$ cat src/rtl/stack_ring.sv
// stack_ring: cached top-of-stack register over a 2^dep-entry register file.
// Capacity is 2^dep + 1 entries (TOS register included). With circ=1 the
// stack wraps silently on overflow/underflow; with circ=0 illegal pushes and
// pops are dropped and raise sticky ovf/unf flags.
module stack_ring #(
  parameter int dep  = 2,
  parameter int l    = 16,
  parameter int circ = 1
) (
  input  logic         clk,
  input  logic         nreset,
  input  logic         push,
  input  logic         pop,
  input  logic [l-1:0] in,
  input  logic         clr_err,
  output logic [l-1:0] tos,
  output logic [l-1:0] nos,
  output logic [dep:0] count,
  output logic         empty,
  output logic         full,
  output logic         ovf,
  output logic         unf
);

  localparam int unsigned depth   = 1 << dep;
  localparam logic [dep:0] cap    = (dep + 1)'(depth + 1);
  localparam bit           is_circ = (circ != 0);

  typedef enum logic [1:0] {
    cmd_idle = 2'b00,
    cmd_pop  = 2'b01,
    cmd_push = 2'b10,
    cmd_repl = 2'b11
  } cmd_t;

  logic [l-1:0]   mem [depth];
  logic [dep-1:0] sp;
  logic [dep-1:0] sp_inc;
  logic [dep-1:0] sp_dec;
  cmd_t           cmd;
  logic           at_full;
  logic           at_empty;
  logic           do_push;
  logic           do_pop;
  logic           do_repl;
  logic           ovf_set;
  logic           unf_set;

  assign cmd      = cmd_t'({push, pop});
  assign sp_inc   = sp + 1'b1;
  assign sp_dec   = sp - 1'b1;
  assign at_full  = (count == cap);
  assign at_empty = (count == '0);

  assign empty = at_empty;
  assign full  = at_full;
  assign nos   = mem[sp];

  // Decode the command into guarded actions and error events.
  always_comb begin
    // NOTE: every output of this block gets a default first so no latch is inferred.
    do_push = 1'b0;
    do_pop  = 1'b0;
    do_repl = 1'b0;
    ovf_set = 1'b0;
    unf_set = 1'b0;
    case (cmd)
      cmd_push: begin
        if (is_circ || !at_full) do_push = 1'b1;
        else                     ovf_set = 1'b1;
      end
      cmd_pop: begin
        if (is_circ || !at_empty) do_pop  = 1'b1;
        else                      unf_set = 1'b1;
      end
      cmd_repl: do_repl = 1'b1;
      default:  ;
    endcase
  end

  // Register file write: the old TOS spills into the slot above NOS.
  always_ff @(posedge clk) begin
    // NOTE: the register file has no reset so it can map onto distributed RAM.
    if (do_push) mem[sp_inc] <= tos;
  end

  // TOS register and stack pointer.
  always_ff @(posedge clk or negedge nreset) begin
    // NOTE: state registers use non-blocking assignments so all updates land together on the edge.
    if (!nreset) begin
      tos <= '0;
      sp  <= '0;
    end else if (do_push) begin
      tos <= in;
      sp  <= sp_inc;
    end else if (do_pop) begin
      tos <= mem[sp];
      sp  <= sp_dec;
    end else if (do_repl) begin
      tos <= in;
    end
  end

  // Entry counter, saturating at capacity and floored at zero.
  always_ff @(posedge clk or negedge nreset) begin
    if (!nreset) begin
      count <= '0;
    end else if (do_push) begin
      if (!at_full) count <= count + 1'b1;
    end else if (do_pop) begin
      if (!at_empty) count <= count - 1'b1;
    end
  end

  // Sticky error flags; a new error beats a simultaneous clear.
  // In circular mode the set terms are constant zero so the flags stay low.
  always_ff @(posedge clk or negedge nreset) begin
    if (!nreset) begin
      ovf <= 1'b0;
      unf <= 1'b0;
    end else begin
      if (ovf_set)      ovf <= 1'b1;
      else if (clr_err) ovf <= 1'b0;
      if (unf_set)      unf <= 1'b1;
      else if (clr_err) unf <= 1'b0;
    end
  end

endmodule

$ cat config.mk
export PLATFORM = sky130hd
export DESIGN_NAME = stack_ring
export DESIGN_NICKNAME = d
export VERILOG_FILES = /design/src/rtl/stack_ring.sv
export SDC_FILE = /design/constraint.sdc
export NUM_CORES = 1
export LEC_CHECK = 0
export CAP_MARGIN = 20
export CORE_MARGIN = 2
export CORE_UTILIZATION = 48
export DETAILED_ROUTE_END_ITERATION = 10
export GPL_TIMING_DRIVEN = 0
export PLACE_DENSITY = 0.75
export SKIP_CTS_REPAIR_TIMING = 1
export SLEW_MARGIN = 30
export SYNTH_ARGS = -nofsm -noshare
export SYNTH_HDL_FRONTEND = slang
export SYNTH_SLANG_ARGS = --single-unit
$ cat constraint.sdc
create_clock -name clk -period 1.8 [get_ports clk]
set_input_delay 0.36 -clock clk [delete_from_list [all_inputs] [get_ports clk]]
set_output_delay 0.36 -clock clk [all_outputs]
set_load 0.01 [all_outputs]
==> metrics.md, run 1 <==
| Metric | Value |
|---|---|
| Layout cells sized above 1 | `0.282` |
| Setup TNS | `-5.06 ns` |
| Iteration-0 DRC Markers | `between 100 and 150` |
| Max-cap viol count | `0` |
| Async SR Flop Fraction | `0.247` |
| Main synth FF type | `edfxtp_1` |
| Initial DRT Pass Iterations | `4` |
| Crit path time final | `2.17 ns` |
| Post-synth top cells | `64 x edfxtp_1, 35 x a21oi_1, 21 x dfrtp_1` |
| Largest area contributor in the netlist | `edfxtp_1` |
| Final WS setup | `-0.369 ns` |
| Overall routed net length | `approximately 8000 µm` |
| Top Ports | `60` |
| CTS tree | `yes` |
| Critical path peak fanout | `6` |
| Crit path required time | `roughly 1.4 ns` |
| Seq cells post-synth | `between 80 and 90` |
| Failing checks | `hold timing, setup timing` |
| ANT cells | `0` |
| Num CTS Buffers | `9` |
| Status | `finished, violations left` |
| Syn Std Cell Area | `~3600 µm²` |
| Top Family by Delay on Critical Path | `multiplexers` |
| DR vias | `approximately 2,200` |
| WHS | `-0.00599 ns` |
| Tcrit/Tclk final | `1.21` |
| Pleak | `0.00173 µW` |
| Cell chain of the critical path | `buf_4, buf_8, buf_12, mux4_2, buf_6` |
| Die Area | `8160 µm²` |
| GRT Total Usage | `0.184` |
| DP Worst Slack | `-0.904 ns` |
| Initial antenna violation count | `0` |
| Worst slew pin tran | `about 0.60 ns` |
| DRC viols | `0` |
| Initial Util | `0.493` |
| CP Launch Type | `register` |
| Count leader, synth | `edfxtp_1` |
| Number of enable flip-flop cells after synthesis | `64` |
| Vias in the first global route | `about 2,100` |
| Final Max Tran Viols | `0` |
| Count of input and output buffers | `between 50 and 60` |
| Clk_skew | `between 0.006 and 0.007 ns` |
| H-tree lvl count | `3` |
| Largest stage delay on the critical path | `roughly 0.54 ns` |
| Clock buffer depth | `2` |
| Slew margin rel. | `0.598` |
| Syn Inst Count | `between 200 and 250` |
| Final Hold Viols | `7` |
| Die Width | `90.3 µm` |
| Die span in y | `between 90 and 100 µm` |
| Synth top area share | `0.537` |
| RD Place Congestion | `0.718` |
| Synthesized area per cell | `about 16 µm²` |
| CP endpoint kind | `output pin` |
| Power Dens Cells | `~1400 nW/µm²` |
| First-pass GRT wire length | `roughly 11,000 µm` |
| Clock latency on the worst-skew pair | `approximately 0.35 ns` |
| CTS clock-pin slew for the worst setup and hold paths | `~0.08 ns` |
| GR Overflow Total | `0` |
| Core Region | `a little over 7000 µm²` |
| Cell variety after synth | `32` |
| HPWL Detailed | `approximately 4500 µm` |
| Final net count | `about 340` |
| Placed Area | `between 4000 and 5000 µm²` |
| Total power | `~6300 µW` |
| Crit path buf inv count | `4` |
| Final setup viols | `32` |
| Worst VDD drop | `just over 0.0008 V` |
| Fin area | `approximately 4600 µm²` |
| Root Driver | `clkbuf_8` |
| Achievable frequency | `around 460 MHz` |
| Largest net degree at the start of global routing | `22` |
| Sequential cell area fraction in the yosys report | `0.684` |
| CP max stage cell | `mux4_2` |
| Via-per-instance ratio | `about 5.3` |
| Drt wl/cell | `roughly 19 µm` |
| Setup CP Type | `reg -> out` |
| Ranking of synthesized cells by area | `edfxtp_1 54%, dfrtp_1 15%, mux4_1 5.9%` |
| CTS Sinks | `between 80 and 90` |
| RSZ-0062 raised after global routing | `true` |
| CP Data Arrival Time | `approximately 1.8 ns` |
| Synth-to-layout area growth | `28.5%` |
| Final ANT Viol Nets | `0` |
| Site Rows | `31` |
| Syn. warnings | `0` |
| Hold WC Path Type | `in -> async` |
[final cells by class]
cell class	instances	area [µm²]
Tap cell	99	124
Timing Repair Buffer	72	679
Multi-Input combinational cell	123	1040
Clock inverter	6	30.0
Sequential cell	85	2450
Clock buffer	10	128
Fill cell	545	2660
Buffer	16	116
Inverter	7	26.3
[stage by stage]
stage | utilization | std cells
2_1_floorplan | - | 227
3_3_place_gp | 0.588 | 382
3_5_place_dp | 0.587 | 382
4_1_cts | 0.609 | 398
5_1_grt | 0.634 | 418
6_report | 0.634 | 418
[power by group]
part | internal [µW] | total [µW] | leakage (µW) | switching, µW
Sequential | 2440 | 2650 | 0.000822 | 210
Combinational | 1420 | 2540 | 0.000827 | 1120
Clock | 485 | 1120 | 0.0000809 | 638
[cells by family (layout without fill, tap and decap cells)]
| logic type | Yosys count | after routing | synth area share |
|---|---|---|---|
| compound gates | 41 | 41 | 0.0602 |
| xor+xnor | 2 | 2 | 0.00490 |
| buf+inv | 23 | 111 | 0.0350 |
| mux | 16 | 16 | 0.109 |
| flops | 85 | 85 | 0.684 |
| fa+ha+maj | 8 | 8 | 0.0301 |
| other cells | 1 | 2 | 0.00105 |
| simple gates | 50 | 54 | 0.0755 |
[final timing paths]
check	startpoint	slack [ns]	cells past startpoint	endpoint
max in group asynchronous	nreset	1.40	1	count[1]
worst max-delay path	sp[0]	-0.37	5	nos[13]
worst min-delay path	nreset	-0.006	1	count[2]
worst min register to register	tos[10]	0.55	0	mem[2][10]
min in group clk	tos[10]	0.55	0	mem[2][10]
worst max register to register	sp[0]	-0.01	7	mem[1][10]
[layout by cell type (no fill, tap or decap), types with 3 or more instances in the layout]
cell type        Yosys  layout
edfxtp_1            64      64
a21oi_1             35      34
clkdlybuf4s50_1      0      34
dfrtp_1             21      19
buf_4                2      17
nor2b_1             17      17
nand2_1             17      17
mux4_2               8      16
buf_6                1      10
clkbuf_2             2      10
clkbuf_8             0       9
and2_4               0       8
inv_1                7       5
clkbuf_1             6       5
ha_1                 7       5
dlymetal6s2s_1       0       5
buf_2                4       4
or3_1                3       3
clkinv_2             0       3
[metal layers]
metal / track usage / vias up / share of wire
met2: 0.288 / 78 / 0.50
met5: 0 / - / 0
met3: 0.0417 / 9 / 0.067
met1: 0.260 / 1115 / 0.42
met4: 0.0577 / 0 / 0.013
li1: - / 1019 / -
[flip-flops by register name, summed over array words and instances, names as in the netlist]
| name | count |
|---|---|
| count | 3 |
| mem | 64 |
| sp | 2 |
| tos | 16 |
(Power assumes the default switching activity.)
==> run 2: changes to the inputs <==
- CORE_ASPECT_RATIO: default -> 1.75
- HOLD_SLACK_MARGIN: default -> 0.12
==> metrics.md, run 2 (synthesized netlist as in run 1, its figures left out) <==
| Metric | Value |
|---|---|
| Status | `finished, violations left` |
| Failing checks | `setup timing` |
| Setup CP Type | `reg -> out` |
| DRC viols | `0` |
| CTS Sinks | `85` |
| Core Util, Final | `0.642` |
| Hold WC Path Type | `in -> async` |
| CP max stage cell | `mux4_2` |
| Clock buffer depth | `2` |
| RD Place Congestion | `0.747` |
| Core Region | `7230 µm²` |
| Final WS setup | `-0.315 ns` |
| GRT Total Usage | `0.201` |
| DR vias | `2,188` |
| CTS clock-pin slew for the worst setup and hold paths | `approximately 0.06 ns` |
| Met1 WL | `2870 µm` |
| Top routing layer in use | `met4` |
| Via-per-instance ratio | `5.50` |
| ANT cells | `0` |
| Power Dens Cells | `roughly 1500 nW/µm²` |
| Achievable frequency | `473 MHz` |
| Critical path peak fanout | `8` |
| Met3 wire length | `between 300 and 400 µm` |
| Cell chain of the critical path | `buf_6, clkbuf_16, mux4_2, clkbuf_2` |
| FILL cells | `around 560` |
| Slew margin rel. | `0.584` |
| Most flops, register | `mem` |
| Drt wl/cell | `between 20 and 25 µm` |
| Iteration-0 DRC Markers | `a little over 70` |
| Top Ports | `60` |
| Die span in y | `between 100 and 150 µm` |
| Crit path required time | `about 1.4 ns` |
| CP endpoint kind | `output pin` |
| Vias in the first global route | `2,260` |
| Initial antenna violation count | `0` |
| Num CTS Buffers | `9` |
| Layout cells sized above 1 | `0.263` |
| Final Hold Viols | `0` |
| Max FFs per register | `between 60 and 70` |
| Largest net degree at the start of global routing | `22` |
| Multi-input gate area | `1010 µm²` |
| Pleak | `about 0.0018 µW` |
| Crit path time final | `between 2 and 2.5 ns` |
| Die Area | `slightly above 8000 µm²` |
| Overall routed net length | `7970 µm` |
| RSZ-0062 raised after global routing | `true` |
| Largest stage delay on the critical path | `roughly 0.52 ns` |
| Top Family by Delay on Critical Path | `multiplexers` |
| First-pass GRT wire length | `12,200 µm` |
| Most common cell after layout, fill and taps aside | `edfxtp_1` |
| Clk_skew | `between 0.003 and 0.004 ns` |
| Tcrit/Tclk final | `1.18` |
| Worst VDD drop | `approximately 0.00095 V` |
| Top Registers | `mem x64, tos x16, count x3` |
| Final net count | `roughly 340` |
| Final ANT Viol Nets | `0` |
| Max-cap viol count | `0` |
| Most frequent cells in the layout | `64 x edfxtp_1, 35 x clkdlybuf4s50_1, 34 x a21oi_1, 19 x dfrtp_1` |
| Die Width | `between 60 and 70 µm` |
| Final setup viols | `16` |
| Setup TNS | `-4.40 ns` |
| Site Rows | `41` |
| CTS tree | `yes` |
| Routed met2 length | `4540 µm` |
| CP Launch Type | `register` |
| Worst slew pin tran | `around 0.62 ns` |
| Clock latency on the worst-skew pair | `0.33 ns` |
| FF/Latch Area | `roughly 2400 µm²` |
| HPWL Detailed | `5010 µm` |
| GR Overflow Total | `0` |
| Initial DRT Pass Iterations | `4` |
| CP Data Arrival Time | `1.76 ns` |
| Count of input and output buffers | `56` |
| Final Max Tran Viols | `0` |
| Synth-to-layout area growth | `29.8%` |
| Initial Util | `0.495` |
| H-tree lvl count | `3` |
| Crit path buf inv count | `3` |
| Root Driver | `clkbuf_16` |
## run 2: cell types whose count changed in the layout (fill, tap and decap cells not counted), sizes merged
| cell | previous run | this run |
|---|---|---|
| bufinv | 0 | 1 |
| dlygate4sd3 | 0 | 1 |
| and2 | 8 | 4 |
| clkinvlp | 1 | 0 |
| clkdlybuf4s50 | 34 | 35 |
| dlymetal6s2s | 5 | 4 |
| clkbuf | 26 | 29 |
| buf | 33 | 26 |
## run 2: power breakdown
part | switching [µW] | internal [µW]
Combinational | 1060 | 1310
Sequential | 217 | 2450
Clock | 688 | 1060
## run 2: area by class of cell
class	count	area share
Inverter	7	0.00566
Buffer	16	0.0253
Clock inverter	6	0.0116
Clock buffer	10	0.0493
Tap cell	86	0.0232
Sequential cell	85	0.528
Multi-Input combinational cell	119	0.217
Timing Repair Buffer	69	0.140
## run 2: stage by stage
stage / hold slack (ns) / std cells / worst slack (ns) / instance area, µm² / total power [µW]
floorplan: 0.0644 / 227 / 0.0301 / 3580 / 3820
global placement: 0.526 / 369 / -0.880 / 4250 / 4760
detailed placement: 0.399 / 369 / -0.916 / 4240 / 4810
CTS: 0.0361 / 385 / -0.749 / 4530 / 6560
global route: 0.588 / 398 / -0.359 / 4640 / 7100
finish: 0.544 / 398 / -0.315 / 4640 / 6780
## run 2: worst reg2reg max path, cell delays in order (launching register included)
cell       delay, ns
dfrtp_1         0.41
buf_6           0.17
clkbuf_16       0.16
buf_4           0.14
inv_1           0.07
ha_1            0.14
and2_4          0.31
## run 2: final timing paths
check | start | end | slack [ns] | cells past startpoint
max | sp[0] | nos[10] | -0.32 | 4
min | nreset | count[2] | 0.54 | 2
max reg2reg | sp[0] | mem[1][2] | 0.07 | 6
min reg2reg | tos[11] | mem[0][11] | 0.56 | 0
max in group asynchronous | nreset | count[1] | 0.82 | 2
min in group clk | tos[11] | mem[0][11] | 0.56 | 0
## run 2: per-layer routing
layer | up-vias | track usage
li1 | 1001 | -
met3 | 19 | 0.0341
met4 | 0 | 0.0993
met1 | 1101 | 0.218
met5 | - | 0
met2 | 67 | 0.369
